### config.mk
export PLATFORM = sky130hd
export DESIGN_NAME = lm75a_temp_display
export DESIGN_NICKNAME = d
export VERILOG_FILES = /design/src/rtl/lm75a_temp_display.sv
export SDC_FILE = /design/constraint.sdc
export NUM_CORES = 1
export LEC_CHECK = 0
export BUFFER_PORTS_ARGS = -buffer_cell sky130_fd_sc_hd__buf_4
export CORE_UTILIZATION = 55
export CTS_BUF_LIST = sky130_fd_sc_hd__clkbuf_8 sky130_fd_sc_hd__clkbuf_16
export DETAILED_ROUTE_END_ITERATION = 10
export PLACE_DENSITY_LB_ADDON = 0.08
export SLEW_MARGIN = 0
export SYNTH_ARGS = -nofsm -noshare
export SYNTH_HDL_FRONTEND = slang
export SYNTH_SLANG_ARGS = --single-unit
### constraint.sdc
create_clock -name clk -period 3 [get_ports clk]
set_clock_uncertainty 0.2 [all_clocks]
set_input_delay 0.3 -clock clk [delete_from_list [all_inputs] [get_ports clk]]
set_output_delay 0.3 -clock clk [all_outputs]
set_load 0.02 [all_outputs]
### src/rtl/lm75a_temp_display.sv
// lm75a_temp_display: converts an LM75A temperature word to signed decimal with one fractional digit
// and scans it onto a 4-digit multiplexed active-low 7-segment display.
module lm75a_temp_display #(
    parameter int REFRESH_DIV = 50_000
) (
    input  logic        clk,
    input  logic        rst,
    input  logic [15:0] data,
    output logic        busy,
    output logic        done,
    output logic [3:0]  an,
    output logic [6:0]  seg,
    output logic        dp
);
    localparam int CW = $clog2(REFRESH_DIV);
    localparam logic [CW-1:0] CNT_MAX = CW'(REFRESH_DIV - 1);
    localparam logic [6:0] BLANK = 7'h7F;
    localparam logic [6:0] DASH = 7'h3F;

    typedef enum logic [1:0] {IDLE, CONV, DONE} state_t;

    function automatic logic [6:0] seg_of(input logic [3:0] v);
        case (v)
            4'd0: seg_of = 7'h40;
            4'd1: seg_of = 7'h79;
            4'd2: seg_of = 7'h24;
            4'd3: seg_of = 7'h30;
            4'd4: seg_of = 7'h19;
            4'd5: seg_of = 7'h12;
            4'd6: seg_of = 7'h02;
            4'd7: seg_of = 7'h78;
            4'd8: seg_of = 7'h00;
            4'd9: seg_of = 7'h10;
            default: seg_of = BLANK;
        endcase
    endfunction

    function automatic logic [3:0] tenths_of(input logic [2:0] f);
        case (f)
            3'd0: tenths_of = 4'd0;
            3'd1: tenths_of = 4'd1;
            3'd2: tenths_of = 4'd2;
            3'd3: tenths_of = 4'd3;
            3'd4: tenths_of = 4'd5;
            3'd5: tenths_of = 4'd6;
            3'd6: tenths_of = 4'd7;
            default: tenths_of = 4'd8;
        endcase
    endfunction

    function automatic logic [11:0] dd_adj(input logic [11:0] b);
        dd_adj = b;
        for (int i = 0; i < 3; i++)
            if (b[4*i +: 4] >= 4'd5) dd_adj[4*i +: 4] = b[4*i +: 4] + 4'd3;
    endfunction

    state_t        state_q, state_d;
    logic [CW-1:0] cnt_q, cnt_d;
    logic [1:0]    idx_q, idx_d;
    logic [15:0]   last_q, last_d;
    logic          force_q, force_d;
    logic [11:0]   bcd_q, bcd_d;
    logic [7:0]    bin_q, bin_d;
    logic [2:0]    it_q, it_d;
    logic [2:0]    frac_q, frac_d;
    logic          neg_q, neg_d;
    logic [6:0]    disp_q [4];
    logic [6:0]    disp_d [4];
    logic          dp_on_q, dp_on_d;
    logic [3:0]    an_q, an_d;
    logic [6:0]    seg_q, seg_d;
    logic          dp_q, dp_d;
    logic          busy_q, busy_d;
    logic          done_q, done_d;

    logic [10:0] t;
    logic [11:0] mag;
    logic [3:0]  hun, ten, uni;
    logic        err;

    assign t   = data[15:5];
    assign mag = t[10] ? 12'h800 - {1'b0, t} : {1'b0, t};
    assign hun = bcd_q[11:8];
    assign ten = bcd_q[7:4];
    assign uni = bcd_q[3:0];
    // a nonzero hundreds digit on a negative reading can only come from an out-of-range word
    assign err = neg_q && hun != 4'd0;

    assign an   = an_q;
    assign seg  = seg_q;
    assign dp   = dp_q;
    assign busy = busy_q;
    assign done = done_q;

    always_comb begin
        state_d = state_q;
        last_d  = last_q;
        force_d = force_q;
        bcd_d   = bcd_q;
        bin_d   = bin_q;
        it_d    = it_q;
        frac_d  = frac_q;
        neg_d   = neg_q;
        disp_d  = disp_q;
        dp_on_d = dp_on_q;
        cnt_d   = cnt_q == CNT_MAX ? '0 : cnt_q + 1'b1;
        idx_d   = cnt_q == CNT_MAX ? idx_q + 2'd1 : idx_q;
        an_d    = ~(4'b0001 << idx_q);
        seg_d   = disp_q[idx_q];
        dp_d    = ~(dp_on_q && idx_q == 2'd1);
        case (state_q)
            IDLE: if (force_q || data != last_q) begin
                last_d  = data;
                force_d = 1'b0;
                bin_d   = 8'(mag >> 3);
                frac_d  = mag[2:0];
                neg_d   = t[10];
                bcd_d   = '0;
                it_d    = '0;
                state_d = CONV;
            end
            CONV: begin
                {bcd_d, bin_d} = {dd_adj(bcd_q), bin_q} << 1;
                it_d    = it_q + 3'd1;
                state_d = it_q == 3'd7 ? DONE : CONV;
            end
            DONE: begin
                disp_d[3] = neg_q ? DASH : (hun != 4'd0 ? seg_of(hun) : BLANK);
                disp_d[2] = err ? DASH : (hun == 4'd0 && ten == 4'd0 ? BLANK : seg_of(ten));
                disp_d[1] = err ? DASH : seg_of(uni);
                disp_d[0] = err ? DASH : seg_of(tenths_of(frac_q));
                dp_on_d   = !err;
                state_d   = IDLE;
            end
            default: state_d = IDLE;
        endcase
        busy_d = state_d != IDLE;
        done_d = state_d == DONE;
    end

    always_ff @(posedge clk or posedge rst) begin
        if (rst) begin
            state_q <= IDLE;
            cnt_q   <= '0;
            idx_q   <= '0;
            last_q  <= '0;
            force_q <= 1'b1;
            bcd_q   <= '0;
            bin_q   <= '0;
            it_q    <= '0;
            frac_q  <= '0;
            neg_q   <= 1'b0;
            disp_q  <= '{default: BLANK};
            dp_on_q <= 1'b0;
            an_q    <= 4'hF;
            seg_q   <= BLANK;
            dp_q    <= 1'b1;
            busy_q  <= 1'b0;
            done_q  <= 1'b0;
        end else begin
            state_q <= state_d;
            cnt_q   <= cnt_d;
            idx_q   <= idx_d;
            last_q  <= last_d;
            force_q <= force_d;
            bcd_q   <= bcd_d;
            bin_q   <= bin_d;
            it_q    <= it_d;
            frac_q  <= frac_d;
            neg_q   <= neg_d;
            disp_q  <= disp_d;
            dp_on_q <= dp_on_d;
            an_q    <= an_d;
            seg_q   <= seg_d;
            dp_q    <= dp_d;
            busy_q  <= busy_d;
            done_q  <= done_d;
        end
    end
endmodule

### Word-level counts from Yosys, hierarchy flattened

Memory sizes are Yosys's and may differ from the RTL's.
Cells that the tools add are included.

* bits in registers: 107
* memory bits (read-only): 448
* input port bits: 18
* output and inout bits: 14
* word-level logic and storage cells: 92
* memories kept: 4

Memories
* (no name shown): depth 16, width 7, rd ports 1, clocked after Yosys merged registers in 0, write ports 0, RTL line 23 `case (v)`
* (no name shown): depth 16, width 7, rd ports 1, clocked after Yosys merged registers in 0, write ports 0, RTL line 23
* (no name shown): depth 16, width 7, rd ports 1, clocked after Yosys merged registers in 0, write ports 0, RTL line 23
* (no name shown): depth 16, width 7, rd ports 1, clocked after Yosys merged registers in 0, write ports 0, RTL line 23

* add/subtract/negate cells: 7
* $lt $le $gt $ge: 4
* equality and inequality tests: 14
* shift-type cells: 1
* mux-type cells: 25
* bitwise gates (word level): 3
* reduce and logical (&&, ||, !) cells: 14

Operator list (count)
* 7-bit 2-to-1 mux: 8
* 4-bit one-hot mux with 7 select lines: 1
* 12-bit one-hot mux with 2 select lines: 1
* 16-bit by 1-bit adder with 16-bit output (second input constant): 1
* 16-bit equality test (second input constant): 1
* 16-bit 2-to-1 mux: 1
* 16-bit inequality test: 1
* 8-bit one-hot mux with 2 select lines: 1
* 7-bit binary-select mux with 2-bit select: 1
* 3-bit equality test (second input constant): 4
* 4-bit by 3-bit greater-or-equal comparator with 1-bit output (second input constant): 3
* 12-bit 2-to-1 mux: 1
* 4-bit 2-to-1 mux: 3
* 11-bit 2-to-1 mux: 1
* 1-bit by 11-bit subtractor with 11-bit output (first input constant): 1
* 4-bit by 2-bit adder with 4-bit output (second input constant): 2
* 4-bit zero test: 2
* 8-bit 2-to-1 mux: 1
* 3-bit by 2-bit equality test with 1-bit output (second input constant): 2
* 3-bit 2-to-1 mux: 2
* 3-bit one-hot mux with 2 select lines: 1
* 2-bit by 1-bit equality test with 1-bit output (second input constant): 2
* 2-bit equality test (second input constant): 2
* 2-bit 2-to-1 mux: 2
* other kinds (19): 23

### Longest topological paths before layout

* word-level depth: 5
* gate-level depth with buffers: 9

### Worst setup path before layout

No wires, ideal clock.

* path type: flip-flop to flip-flop
* start point: register bcd_q[9]
* end point: register disp_q[21] (netlist bit)
* arrival: 2.018 ns
* required time: 2.724 ns
* path slack: 0.706 ns
* cell stages (with the launch flop): 9
* buffers on the path: 1
* period minus slack after synthesis: 2.294 ns
* cell sequence: dfrtp_1 inv_1 ha_1 or3b_1 a21oi_1 clkbuf_1 o21ai_1 a21oi_1 nor2_1

* longest elaborated chain between the ends: 3

RTL lines
* start: declaration: RTL line 62 `logic [11:0] bcd_q, bcd_d;`
* start signal: assignment: RTL line 148 `bcd_q <= '0;`
* start signal: assignment: RTL line 166 `bcd_q <= bcd_d;`
* 4-bit nonzero test: RTL line 87 `assign err = neg_q && hun != 4'd0;`
* 1-bit logical AND: RTL line 87
* 7-bit 2-to-1 mux: RTL line 131 `disp_d[0] = err ? DASH : seg_of(tenths_of(frac_q));`
* end signal: assignment: RTL line 171 `disp_q <= disp_d;`
* end: declaration: RTL line 67 `logic [6:0] disp_q [4];`

Every way passes these cells.
A chain may end at the register's enable or synchronous reset.

### Worst setup path in the final report

* start point: input port data[6]
* end point: register bin_q[3]

* longest elaborated chain between the ends: 4
* elaborated cells on any way between the ends: 8
* classes of those cells: 1 x add/sub; 2 x eq/ne; 3 x mux; 2 x reduce/logical

RTL lines
* start: declaration: RTL line 8 `input logic [15:0] data,`
* 1-bit by 11-bit subtractor with 11-bit output or 16-bit inequality test (tied branches): RTL line 82, 112
* 11-bit 2-to-1 mux or 1-bit logical OR (tied branches): RTL line 82, 112
* 8-bit 2-to-1 mux or 2-bit inequality test (tied branches)
* 8-bit one-hot mux with 2 select lines or 2-bit AND reduction (tied branches)
* end signal: assignment: RTL line 167 `bin_q <= bin_d;`
* end: declaration: RTL line 63 `logic [7:0] bin_q, bin_d;`

Parallel ways exist; a longest one is shown, timed or not. The select of a mux whose other input is x is not followed.

==> impl_metrics.env <==
export IMPL_start_util=0.569
export IMPL_num_vias=3782
export IMPL_io_pins=32
export IMPL_cp_data_required_time_ns=3.08
export IMPL_outcome="complete, no violations"
export IMPL_synth_mux_area_frac=0.0774
export IMPL_start_kind="primary input"
export IMPL_synth_main_ff_cell="dfrtp_1"
export IMPL_area_growth_pct=12.5
export IMPL_vias_per_cell=5.51
export IMPL_ant_nets=0
export IMPL_drive_above_1_share=0.222
export IMPL_period_needed_ns=2.62
export IMPL_holdCritPathClass="primary input to flip-flop"
export IMPL_crit_arrival_ns=2.69
export IMPL_grt_pass1_wl_um=18100
export IMPL_cts_sinks=105
export IMPL_dieWidth_um=103
export IMPL_cts_resized=0
export IMPL_synth_xor_area_share=0.0709
export IMPL_synth_top_area_cell="dfrtp_1"
export IMPL_die_h_um=103
export IMPL_cts_tree="done"
export IMPL_syn_num_nets=556
export IMPL_synth_top_family_by_area="compound AO/OA/AOI/OAI gates"
export IMPL_synth_top_cell_area_share=0.288
export IMPL_grt_use_total=0.229
export IMPL_tns_ns=0
export IMPL_fin_util=0.640
export IMPL_maxCapViolCount=0
export IMPL_setup_viol=0
export IMPL_cts_root_buf="clkbuf_8"
export IMPL_core_area_um2=9770
export IMPL_worst_slew_pin_slew_ns=0.817
export IMPL_yosys_warnings=0
export IMPL_portBuffers=31
export IMPL_grt_pass1_vias=3645
export IMPL_synth_area_leaders="dfrtp_1 (29%), dfstp_2 (19%), ha_1 (6.1%), xor2_1 (4.4%), mux2_1 (3.6%)"
export IMPL_mostFrequentLayoutCell="dfrtp_1"
export IMPL_synthAdderAreaFrac=0.0607
export IMPL_fmax_mhz=382
export IMPL_stdcell_count=687
export IMPL_final_cell_mix="dfrtp_1 (64), nor2_1 (47), dfstp_2 (41)"
export IMPL_clock_latency_ns=0.39
export IMPL_grt_setup_unrepaired="false"
export IMPL_dp_cells=656
export IMPL_drv_slew=0
export IMPL_wl_per_cell_um=15.7
export IMPL_ir_worst_vdd_mv=0.484
export IMPL_whs_ns=0.0321
export IMPL_dieArea_um2=10500
export IMPL_relSlewSlack=0.453
export IMPL_crit_type="primary input to flip-flop"
export IMPL_cts_max_level=3
export IMPL_avgSynthCellArea_um2=10.9
export IMPL_ys_seq_area_frac=0.482
export IMPL_hpwl_um=7450
export IMPL_synth_compound_area_share=0.139
export IMPL_synth_async_sr_flop_share=1.00
export IMPL_post_cts_repair_setup_buffers=0
export IMPL_finalCritPeriodShare=0.872
export IMPL_numCtsBuffers=9
export IMPL_grt_max_degree=106
export IMPL_syn_area_um2=5560
export IMPL_hold_viol=0
export IMPL_drc=0
export IMPL_netlist_instances=511
export IMPL_insertedDiodeCount=0
export IMPL_powerDensity_nw_per_um2=918
export IMPL_first_iter_violations=248
export IMPL_cts_hold_repair_buffers=15
export IMPL_crit_path_end_kind="flip-flop"
export IMPL_clkTransAtPathRegs_ns=0.10
export IMPL_cts_buffer_depth=2
export IMPL_cp_max_fo=19
export IMPL_synth_seq_cells=105
export IMPL_gp_congestion=0.796
export IMPL_synth_edff_count=0
export IMPL_antenna_found_initial=0
export IMPL_n_fill_cell=801
export IMPL_yosys_area_share_simple=0.126
export IMPL_grt_ovfl_total=0
export IMPL_first_pass_iters=4
export IMPL_fin_nets=594
export IMPL_drt_wl_total_um=10800
export IMPL_row_count=36
export IMPL_ys_types=61
export IMPL_leakage_nw=2.69
[cells in the mapped netlist, drive strengths merged, types with 12 or more instances]
cell / count
a21oi: 27
nor2: 47
dfrtp: 64
inv: 31
nand3: 12
xnor2: 17
o22a: 13
clkbuf: 17
ha: 27
mux2: 20
nand2: 28
o21ai: 27
dfstp: 41
xor2: 28
nor3: 13
[metal layers]
layer	global-route usage	up-vias	part of all wire
met2	0.350	53	0.47
li1	-	1853	-
met3	0.0495	10	0.042
met5	0	-	0
met4	0.0802	0	0.014
met1	0.325	1866	0.47
[logic make-up after synthesis]
logic type / Yosys count
simple gates: 137
compound gates: 109
flops: 105
buf+inv: 57
xor+xnor: 45
mux: 31
fa+ha+maj: 27
[report_power, final]
| group | total (W) | switching, W | internal, W |
|---|---|---|---|
| Sequential | 0.00253 | 0.000456 | 0.00208 |
| Combinational | 0.00232 | 0.00121 | 0.00110 |
| Clock | 0.000893 | 0.000489 | 0.000404 |
[stage by stage]
stage	instance area, um^2	setup slack, ns	total power [W]
6_report	6260	0.384	0.00574
5_1_grt	6260	0.282	0.00619
4_1_cts	6260	0.400	0.00579
3_5_place_dp	5900	0.524	0.00486
3_3_place_gp	5900	0.584	0.00479
2_1_floorplan	5570	0.706	0.00430
[flip-flops by register name, summed over array words and instances, names as in the netlist]
name     flops
bcd_q       12
disp_q      28
bin_q        8
frac_q       2
idx_q        2
dp           1
dp_on_q      1
cnt_q       16
done         1
state_q      2
last_q      16
seg          7
it_q         3
an           4
busy         1
force_q      1
[layout make-up]
class | instances | area, um^2 | area share
clock inverters | 5 | 31.3 | 0.00500
clock buffers | 11 | 174 | 0.0278
multi-input cells | 349 | 2640 | 0.421
well taps | 133 | 166 | 0.0266
inverters | 31 | 123 | 0.0196
flip-flops and latches | 105 | 2680 | 0.428
repair buffers | 53 | 448 | 0.0716
[critical path, cell delays in order]
cell and delay, ns:
dlygate4sd3_1 0.54, buf_4 0.15, xnor2_1 0.18, nand4_1 0.12, or3_1 0.49, o31ai_4 0.38
inv_4 0.19, mux2_4 0.33
[worst paths after layout]
path / endpoint / cells after the start / from / slack (ns)
min in group asynchronous: cnt_q[5] / 4 / rst / 0.41
max: bin_q[3] / 8 / data[6] / 0.38
min: last_q[10] / 2 / data[10] / 0.03
min reg2reg: dp / 1 / dp_on_q / 0.21
max in group asynchronous: force_q / 4 / rst / 1.77
max reg2reg: disp_q[16] / 8 / bcd_q[9] / 0.51
Note: power is estimated with default switching activity, not from simulation.
